--- config.mk ---
export PLATFORM = sky130hd
export DESIGN_NAME = vga_frame_reader
export DESIGN_NICKNAME = d
export VERILOG_FILES = /design/src/rtl/vga_pkg.sv /design/src/rtl/vga_sync_counter.sv /design/src/rtl/vga_frame_reader.sv
export SDC_FILE = /design/constraint.sdc
export NUM_CORES = 1
export LEC_CHECK = 0
export BUFFER_PORTS_ARGS = -buffer_cell sky130_fd_sc_hd__buf_2
export CAP_MARGIN = 20
export CORE_ASPECT_RATIO = 0.5
export CORE_MARGIN = 8
export CORE_UTILIZATION = 30
export DETAILED_ROUTE_END_ITERATION = 10
export MAX_ROUTING_LAYER = met4
export PLACE_DENSITY = 0.54
export SLEW_MARGIN = 10
export SYNTH_ARGS = -nofsm -noshare
export SYNTH_HDL_FRONTEND = slang
export SYNTH_SLANG_ARGS = --single-unit
--- constraint.sdc ---
create_clock -name clk -period 2.56 [get_ports clk]
set_input_delay 0.384 -clock clk [delete_from_list [all_inputs] [get_ports clk]]
set_output_delay 0.384 -clock clk [all_outputs]
set_load 0.03 [all_outputs]
--- src/rtl/vga_pkg.sv ---
// Shared VGA 640x480@60 Hz timing constants and counter types.
// Used by the sync counter and by any block that decodes scan position.
package vga_pkg;

  // Horizontal timing in pixel clocks.
  localparam int H_VIS  = 640;
  localparam int H_FP   = 16;
  localparam int H_SYNC = 96;
  localparam int H_BP   = 48;
  localparam int H_TOT  = H_VIS + H_FP + H_SYNC + H_BP;  // 800

  // Vertical timing in lines.
  localparam int V_VIS  = 480;
  localparam int V_FP   = 10;
  localparam int V_SYNC = 2;
  localparam int V_BP   = 33;
  localparam int V_TOT  = V_VIS + V_FP + V_SYNC + V_BP;  // 525

  // Inclusive sync windows.
  localparam int H_SYNC_FIRST = H_VIS + H_FP;              // 656
  localparam int H_SYNC_LAST  = H_SYNC_FIRST + H_SYNC - 1; // 751
  localparam int V_SYNC_FIRST = V_VIS + V_FP;              // 490
  localparam int V_SYNC_LAST  = V_SYNC_FIRST + V_SYNC - 1; // 491

  typedef logic [9:0] hcnt_t;
  typedef logic [9:0] vcnt_t;

endpackage

--- src/rtl/vga_sync_counter.sv ---
// VGA scan position counter.
// Ports:
//   clk, rst    : pixel clock, synchronous active-high reset
//   hcnt        : column 0..799
//   vcnt        : line 0..524, advances when hcnt wraps
//   frame_end   : high in the last cycle of a frame, (799,524)
//   hsync_raw   : undelayed horizontal sync, active low
//   vsync_raw   : undelayed vertical sync, active low
module vga_sync_counter
  import vga_pkg::*;
(
  input  logic       clk,
  input  logic       rst,
  output logic [9:0] hcnt,
  output logic [9:0] vcnt,
  output logic       frame_end,
  output logic       hsync_raw,
  output logic       vsync_raw
);

  logic line_end;

  assign line_end  = (hcnt == hcnt_t'(H_TOT - 1));
  assign frame_end = line_end && (vcnt == vcnt_t'(V_TOT - 1));

  // NOTE: state registers use non-blocking assignments so every register
  // samples the pre-edge values of the others, independent of statement order.
  always_ff @(posedge clk) begin
    if (rst) begin
      hcnt <= '0;
      vcnt <= '0;
    end else if (line_end) begin
      hcnt <= '0;
      vcnt <= frame_end ? '0 : vcnt + vcnt_t'(1);
    end else begin
      hcnt <= hcnt + hcnt_t'(1);
    end
  end

  assign hsync_raw = !((hcnt >= hcnt_t'(H_SYNC_FIRST)) && (hcnt <= hcnt_t'(H_SYNC_LAST)));
  assign vsync_raw = !((vcnt >= vcnt_t'(V_SYNC_FIRST)) && (vcnt <= vcnt_t'(V_SYNC_LAST)));

endmodule

--- src/rtl/vga_frame_reader.sv ---
// VGA scan-out of a centered grayscale image held in an external memory.
// The block walks the image addresses in raster order, delays sync and the
// image-region flag to line up with the memory's fixed read latency, and
// registers the final sync/RGB so both share one output latency RD_LAT+1.
// Ports:
//   clk, rst     : 25 MHz pixel clock, synchronous active-high reset
//   pixel_data   : memory byte for the address issued RD_LAT cycles earlier
//   pixel_addr   : memory read address, valid with the current scan position
//   hsync, vsync : active-low syncs, registered
//   red/green/blue : gray level inside the image, black elsewhere
//   vga_clk      : inverted pixel clock for the DAC
//   frame_start  : one-cycle pulse when the scan position wraps to (0,0)
module vga_frame_reader
  import vga_pkg::*;
#(
  parameter int IMG_W  = 256,
  parameter int IMG_H  = 256,
  parameter int X0     = 192,
  parameter int Y0     = 112,
  parameter int RD_LAT = 1
) (
  input  logic        clk,
  input  logic        rst,
  input  logic [7:0]  pixel_data,
  output logic [15:0] pixel_addr,
  output logic        hsync,
  output logic        vsync,
  output logic [7:0]  red,
  output logic [7:0]  green,
  output logic [7:0]  blue,
  output logic        vga_clk,
  output logic        frame_start
);

  logic [9:0]  hcnt;
  logic [9:0]  vcnt;
  logic        frame_end;
  logic        hsync_raw;
  logic        vsync_raw;
  logic        in_img;
  logic [15:0] addr_q;

  logic [RD_LAT-1:0] hs_dly;
  logic [RD_LAT-1:0] vs_dly;
  logic [RD_LAT-1:0] img_dly;
  logic [7:0]        gray_q;

  vga_sync_counter u_sync (
    .clk       (clk),
    .rst       (rst),
    .hcnt      (hcnt),
    .vcnt      (vcnt),
    .frame_end (frame_end),
    .hsync_raw (hsync_raw),
    .vsync_raw (vsync_raw)
  );

  assign in_img = (hcnt >= hcnt_t'(X0)) && (hcnt < hcnt_t'(X0 + IMG_W)) &&
                  (vcnt >= vcnt_t'(Y0)) && (vcnt < vcnt_t'(Y0 + IMG_H));

  // Raster-order address: one increment per image pixel, so no multiplier.
  // After the last pixel the counter wraps to 0 and then just holds, since
  // in_img stays low until the next frame.
  always_ff @(posedge clk) begin
    if (rst || frame_end) begin
      addr_q <= '0;
    end else if (in_img) begin
      addr_q <= addr_q + 16'd1;
    end
  end

  assign pixel_addr = addr_q;

  always_ff @(posedge clk) begin
    if (rst) begin
      frame_start <= 1'b0;
    end else begin
      frame_start <= frame_end;
    end
  end

  // NOTE: the delay line is reset to the inactive level (not left to power-up
  // contents) so no stale sync pulse or image pixel leaks out after a reset.
  always_ff @(posedge clk) begin
    if (rst) begin
      hs_dly  <= '1;
      vs_dly  <= '1;
      img_dly <= '0;
    end else begin
      hs_dly[0]  <= hsync_raw;
      vs_dly[0]  <= vsync_raw;
      img_dly[0] <= in_img;
      for (int i = 1; i < RD_LAT; i++) begin
        hs_dly[i]  <= hs_dly[i-1];
        vs_dly[i]  <= vs_dly[i-1];
        img_dly[i] <= img_dly[i-1];
      end
    end
  end

  // Output stage: the last delay tap is aligned with pixel_data.
  always_ff @(posedge clk) begin
    if (rst) begin
      hsync  <= 1'b1;
      vsync  <= 1'b1;
      gray_q <= '0;
    end else begin
      hsync  <= hs_dly[RD_LAT-1];
      vsync  <= vs_dly[RD_LAT-1];
      gray_q <= img_dly[RD_LAT-1] ? pixel_data : 8'd0;
    end
  end

  assign red   = gray_q;
  assign green = gray_q;
  assign blue  = gray_q;

  // The DAC latches mid-cycle, when the registered outputs are stable.
  assign vga_clk = ~clk;

endmodule

==> results.toml, run 1 <==
[run_status]
outcome = "completed"

[drt]
wirelength_mm = 5.07
postRouteAntennaNets = 0
drc = 0
first_pass_iters = 5
wl_per_cell_um = 12.6
via_per_inst = 4.84
num_vias = 1954
dr.first_iter.drc_count = 94

[synth]
synth_edf_count = 0
synth_cells = 261
synth.top_cell.area_share = 0.426
synth_common_cells = "dfxtp_1 (50), a21oi_1 (22), nor2_1 (19)"
synth_top_area_cell = "dfxtp_1"
ys.flop_type = "dfxtp_1"
seq_area_frac_synth = 0.426
synth_area_leaders = "dfxtp_1 (43%), buf_4 (5.4%), or4_1 (5.1%), o31ai_1 (4.8%), a21oi_1 (4.7%)"
ys_async_sr_fraction = 0
synth_nets = 276
syn_area_um2 = 2350
synth.distinct_cells = 40
synthMostInstantiatedCell = "dfxtp_1"
yosys_warnings = 0
synth_seq_cells = 50
postSynthAreaPerCell_um2 = 9.01

[floorplanning]
fp-row-count = 22
initial_core_util = 0.315
ios = 54
fp.coreArea_um2 = 7460
die_w_um = 141
die_height_um = 78.6
dieArea_um2 = 11100

[pwr]
pwr-share-clk = 0.468
seq_power_share = 0.511
netSwitchingFraction = 0.223
power.net_switching_uw = 343
power_uw = 1540
p_leak_uw = 0.00104
p_int_uw = 1200
peakVddDrop_mv = 0.221
p_per_area_nw_per_um2 = 558
comb_power_share = 0.020

[clock_tree]
clkLatencyLatePin_ns = 0.28
ctsRootBufferMaster = "clkbuf_16"
cts_resized = 0
post-cts-setup-buffers = 0
cts_max_path_buffers = 2
cts_buffers = 5
path_clk_slew_ns = 0.06
holdBufCountCts = 0
cts_tree = "done"
htree_levels = 2

[critical_path]
path_cells = "clkbuf_16 > clkbuf_16 > inv_1 > buf_2"
regToRegSetupSlack_ns = 0.53
cp_slowest_cell = "buf_2"
crit_top_cell = "clkbuf_16"
path_max_fanout = 15
required_ns = 2.18
crit_family = "buffers and inverters"
path_class = "clk2out"
path_buf_inv = 4
critPathLaunchType = "clock port"
endpoint_kind = "primary output"
cp.arrival_ns = 1.81
slowest_delay_ns = 0.18

[sta]
worst_clock_skew_ns = 0.00656
rsz0062_at_grt = "no"
maxSlewHeadroom = 0.423
tightest_slew_ns = 0.862
final.setup.tns_ns = 0
finalSetupViolations = 0
drv_slew = 0
hold_viol_final = 0
fin_hold_ws_ns = 0.297

[global_route]
track_usage = 0.0935
grt_pass1_wl_mm = 8.56
antenna_found_initial = 0
overflow = 0
grt_pass1_vias = 1795
grt_max_degree = 34

[flow_run]
cap_violations = 0

[final_layout]
final_nets = 310
finish.utilization = 0.370
layout-drive-gt1-share = 0.243
fin_area_um2 = 2760
diodes = 0
syn2layout_area_growth_pct = 17.2

[place]
port_buffers = 53
hpwl_mm = 3.76
place.gp.congestion = 0.830
place_area_um2 = 2610

[min_path]
hold_path.class = "in2reg"
==> layout by cell type, fill, tap and decap left out, drive strengths merged, types with 8 or more instances in the layout <==
cell type,Yosys,routed
a21oi,22,22
and2,8,8
buf,22,55
dfxtp,50,50
inv,11,12
nand3,16,16
nor2,19,19
o31ai,15,15
or4,16,16
xnor2,10,10
==> power groups by stage <==
| stage | Sequential (uW) | Combinational, uW | Clock (uW) |
|---|---|---|---|
| 2_1_floorplan | 803 | 17.6 | 40.7 |
| 4_1_cts | 786 | 32.0 | 746 |
| 3_5_place_dp | 804 | 32.0 | 54.0 |
| 5_1_grt | 787 | 35.9 | 775 |
| 6_report | 787 | 31.2 | 720 |
| 3_3_place_gp | 804 | 31.6 | 54.0 |
==> kinds of logic after synthesis <==
kind of cell             after synthesis  synth area share
adder cells (fa/ha/maj)                5            0.0266
AO/OA/AOI/OAI                         49             0.129
flip-flops                            50             0.426
buffers and inverters                 39            0.0947
AND/OR/NAND/NOR                      105             0.276
XOR/XNOR                              13            0.0484
==> sequential cells by signal, summed over array words and instances, names as in the netlist <==
register     count
pixel_addr      16
u_sync.hcnt     10
u_sync.vcnt     10
blue             8
frame_start      1
hs_dly           1
hsync            1
img_dly          1
vs_dly           1
vsync            1
==> worst paths after layout <==
kind / startpoint / end / cells past startpoint
worst max register to register: u_sync.hcnt[0] / u_sync.vcnt[7] / 5
worst min-delay path: pixel_data[6] / blue[6] / 2
worst max-delay path: clk / vga_clk / 4
worst min register to register: hs_dly / hsync / 1
==> through the flow <==
stage	setup WS (ns)	instances
4_1_cts	0.353	404
3_3_place_gp	0.604	396
5_1_grt	0.334	404
6_report	0.365	404
2_1_floorplan	0.711	261
3_5_place_dp	0.537	396
==> area by class of cell <==
type,instances,area [um^2]
fill,743,4700
multi-input combinational,172,1140
sequential,50,1000
timing repair buffer,54,288
clock buffer,7,144
tap,108,135
inverter,10,37.5
clock inverter,3,16.3
==> routing by layer <==
layer / global-route usage / up-vias / part of all wire / wire length [um]
met4: 0.0234 / 0 / 0.0071 / 36
met5: - / - / 0 / 0
met1: 0.107 / 924 / 0.45 / 2280
met2: 0.159 / 32 / 0.50 / 2510
met3: 0.0278 / 4 / 0.049 / 247
li1: - / 994 / - / -
Note: power is estimated with default switching activity, not from simulation.
==> inputs of run 2 (changes only) <==
- clock period: 2.56 -> 2.1 ns (I/O delays scaled with it)
==> results.toml, run 2 (synthesis gave the netlist of run 1 again) <==
[floorplanning]
die_height_um = 78.6
initial_core_util = 0.315
fp-row-count = 22
fp.coreArea_um2 = 7460
die_w_um = 141
ios = 54
dieArea_um2 = 11100

[sta]
finalSetupViolations = 0
max_freq_ghz = 0.511
rsz0062_at_grt = "no"
drv_slew = 0
fin_crit_sh = 0.933
worst_clock_skew_ns = 0.00568
hold_viol_final = 0
maxSlewHeadroom = 0.500
tightest_slew_ns = 0.746
fin_crit_ns = 1.96
fin_hold_ws_ns = 0.227
final.setup.tns_ns = 0

[critical_path]
required_ns = 2.32
path_max_fanout = 14
path_buf_inv = 0
critPathLaunchType = "flip-flop"
cp_slowest_cell = "or4_1"
path_class = "reg2reg"
crit_family = "simple AND/OR/NAND/NOR gates"
path_cells = "ha_2 > nand4_4 > or3_4 > or4_1 > a21oi_1"
cp.arrival_ns = 2.18
timing.rr.start = "u_sync.hcnt[0]"
cp-startpoint = "u_sync.hcnt[0]"
endpoint_kind = "flip-flop"
slowest_delay_ns = 0.52

[drt]
wl_per_cell_um = 12.9
drc = 0
wirelength_mm = 5.25
via_per_inst = 4.74
postRouteAntennaNets = 0
num_vias = 1928
dr.first_iter.drc_count = 141
first_pass_iters = 4

[global_route]
antenna_found_initial = 0
track_usage = 0.0990
grt_pass1_wl_mm = 8.76
grt_max_degree = 34
grt_pass1_vias = 1890
overflow = 0

[final_layout]
final_cell_mix = "buf_2 (53), dfxtp_1 (50), a21oi_1 (22)"
layout-drive-gt1-share = 0.254
largest_reg_flops = 16
final_common_cell = "buf_2"
syn2layout_area_growth_pct = 19.0
diodes = 0
final_nets = 313

[clock_tree]
cts_buffers = 5
cts_tree = "done"
cts_max_path_buffers = 2
ctsRootBufferMaster = "clkbuf_16"
path_clk_slew_ns = 0.06
htree_levels = 2
clkLatencyLatePin_ns = 0.29

[pwr]
peakVddDrop_mv = 0.310
power.net_switching_uw = 417
comb_power_share = 0.020
p_per_area_nw_per_um2 = 680
p_int_uw = 1490
netSwitchingFraction = 0.219
pwr-share-clk = 0.476
seq_power_share = 0.504
p_leak_uw = 0.00106

[flow_run]
cap_violations = 0

[place]
place.gp.congestion = 0.822
hpwl_mm = 3.85
port_buffers = 53

[run_status]
outcome = "completed"

[min_path]
hold_path.class = "in2reg"
worstHoldStart = "pixel_data[3]"
==> run 2: routing by layer <==
layer / global-route usage / up-vias / wire, um
li1: - / 1001 / -
met1: 0.107 / 893 / 2400
met2: 0.165 / 28 / 2510
met3: 0.0320 / 6 / 256
met4: 0.0468 / 0 / 80
met5: - / - / 0
==> run 2: power groups by stage <==
stage                     Combinational (uW)  Clock (uW)  Sequential (uW)
final                                   38.5         907              959
after CTS                               39.2         954              959
after detailed placement                39.1        65.9              980
after global placement                  38.5        65.9              980
after global routing                    43.7         981              960
after floorplan                         21.5        49.6              979
==> run 2: layout make-up <==
type | count | area (um^2)
clock buffer | 8 | 158
clock inverter | 2 | 7.51
fill | 771 | 4660
inverter | 10 | 37.5
multi-input combinational | 172 | 1140
sequential | 50 | 1000
tap | 108 | 135
timing repair buffer | 57 | 323
==> run 2: stage by stage <==
step | instances | cell area [um^2] | worst slack (ns) | power [uW] | util
2_1_floorplan | 261 | 2350 | 0.251 | 1050 | -
3_3_place_gp | 399 | 2640 | 0.193 | 1080 | 0.354
3_5_place_dp | 399 | 2640 | 0.137 | 1090 | 0.354
4_1_cts | 407 | 2800 | 0.122 | 1950 | 0.375
5_1_grt | 407 | 2800 | 0.0120 | 1980 | 0.375
6_report | 407 | 2800 | 0.141 | 1910 | 0.375
==> run 2: worst register-to-register path, delay by kind of cell (launching register included) <==
family / cells / cell delay [ns]
DFF: 1 / 0.40
AOI/OAI and AO/OA: 1 / 0.15
adders and majority gates: 1 / 0.26
and+or+nand+nor: 3 / 1.07
==> run 2: repair_timing <==
item                                    in CTS  in global routing
hold buffers                                 0                  0
setup buffers                                0                  0
resized for setup                            0                  1
endpoints found under the setup margin       0                  1
==> run 2: worst paths after layout <==
kind	to	slack, ns	depth (start not counted)
max reg2reg	u_sync.vcnt[7]	0.14	5
min reg2reg	vsync	0.41	1
max	u_sync.vcnt[7]	0.14	5
min	blue[3]	0.23	2
==> inputs of run 3 (changes only) <==
--- a/config.mk
+++ b/config.mk
@@ -14,4 +14,5 @@
 export MAX_ROUTING_LAYER = met4
 export PLACE_DENSITY = 0.54
+export RECOVER_POWER = 50
 export SLEW_MARGIN = 10
 export SYNTH_ARGS = -nofsm -noshare
==> constraint.sdc (replaced) <==
create_clock -name clk -period 2.1 [get_ports clk]
set_input_delay 0.105 -clock clk [delete_from_list [all_inputs] [get_ports clk]]
set_output_delay 0.105 -clock clk [all_outputs]
set_load 0.03 [all_outputs]
==> results.toml, run 3 (synthesis gave the netlist of run 1 again) <==
[run_status]
outcome = "completed"

[flow_run]
cap_violations = 0

[floorplanning]
dieArea_um2 = 11100
die_w_um = 141
fp.coreArea_um2 = 7460
ios = 54
die_height_um = 78.6
fp-row-count = 22
initial_core_util = 0.315

[sta]
maxSlewHeadroom = 0.500
max_freq_ghz = 0.510
tightest_slew_ns = 0.747
worst_clock_skew_ns = 0.00530
drv_slew = 0
final.setup.tns_ns = 0
rsz0062_at_grt = "no"
hold_viol_final = 0
fin_crit_sh = 0.934
finalSetupViolations = 0
fin_crit_ns = 1.96

[critical_path]
timing.rr.start = "u_sync.hcnt[0]"
endpoint_kind = "flip-flop"
regToRegSetupSlack_ns = 0.14
crit_end = "u_sync.vcnt[7]"
cp-startpoint = "u_sync.hcnt[0]"
ff2ff_path_depth = 5
critPathLaunchType = "flip-flop"
r2r_end = "u_sync.vcnt[7]"
required_ns = 2.32
path_max_fanout = 14
cp.arrival_ns = 2.18
path_class = "reg2reg"

[drt]
num_vias = 1940
first_pass_iters = 6
dr.first_iter.drc_count = 138
via_per_inst = 4.77
drc = 0
postRouteAntennaNets = 0
wl_per_cell_um = 13.0
wirelength_mm = 5.28

[final_layout]
n_fill_cell = 790
diodes = 0
layout-drive-gt1-share = 0.154
largest_reg_flops = 16
finish.utilization = 0.370
final_cell_mix = "dfxtp_1 (50), clkbuf_1 (30), buf_2 (23)"
fin_cells = 407
seq_area_um2 = 1000
multi_input_area_um2 = 1140
final_nets = 313
syn2layout_area_growth_pct = 17.4
final_common_cell = "dfxtp_1"

[global_route]
antenna_found_initial = 0
grt_max_degree = 34
overflow = 0
grt_pass1_vias = 1890
track_usage = 0.0990
grt_pass1_wl_mm = 8.76

[min_path]
worstHoldStart = "pixel_data[3]"
hold_path.class = "in2reg"
holdPathStages = 2

[clock_tree]
htree_levels = 2
path_clk_slew_ns = 0.06
cts_tree = "done"
cts_max_path_buffers = 2
ctsRootBufferMaster = "clkbuf_16"
holdBufCountCts = 0
clkLatencyLatePin_ns = 0.29
cts_buffers = 5

[place]
hpwl_mm = 3.85
port_buffers = 53
place.gp.congestion = 0.822
placed_cells = 399

[pwr]
p_per_area_nw_per_um2 = 691
p_leak_uw = 0.000931
power_uw = 1910
peakVddDrop_mv = 0.310
run 3: changes by cell type in the layout (fill, tap and decap cells not counted), sizes merged:
cell,before,now
buf,58,28
clkbuf,7,37
run 3: per-stage QoR:
stage	instance area, um^2	setup WS [ns]	hold slack [ns]
floorplan	2350	0.251	0.215
global placement	2640	0.193	0.279
detailed placement	2640	0.137	0.279
CTS	2800	0.122	0.00755
global route	2760	0.0120	0.0135
finish	2760	0.138	0.0166
run 3: repair_timing:
item	CTS	global route
setup endpoints to repair	0	1
resized for setup	0	1
setup buffers	0	0
run 3: worst min path at each step:
stage                     slack [ns]  endpoint
final                           0.02   blue[3]
after global placement          0.28   vga_clk
after floorplan                 0.21   vga_clk
after detailed placement        0.28   vga_clk
after global routing            0.01   blue[2]
after CTS                      0.008   blue[3]
run 3: cell type report:
cell class	count	area share
clock buffers	8	0.0571
multi-input cells	172	0.412
clock inverters	2	0.00272
flip-flops and latches	50	0.362
repair buffers	57	0.103
inverters	10	0.0136
well taps	108	0.0489
run 3: power by group:
group          internal, uW  switching (uW)
sequential              953            6.56
clock                   519             393
combinational          16.5            21.9
run 3: critical path, cell delays in order, from the launching register on:
cell and delay, ns:
dfxtp_1 0.40, ha_2 0.26, nand4_4 0.10, or3_4 0.46, or4_1 0.52, a21oi_1 0.15
run 3: per-layer routing:
layer,part of all wire,vias to the layer above,GRT usage
met1,0.45,906,0.107
li1,-,1000,-
met4,0.013,0,0.0468
met2,0.48,29,0.165
met3,0.051,5,0.0320
met5,0,-,-
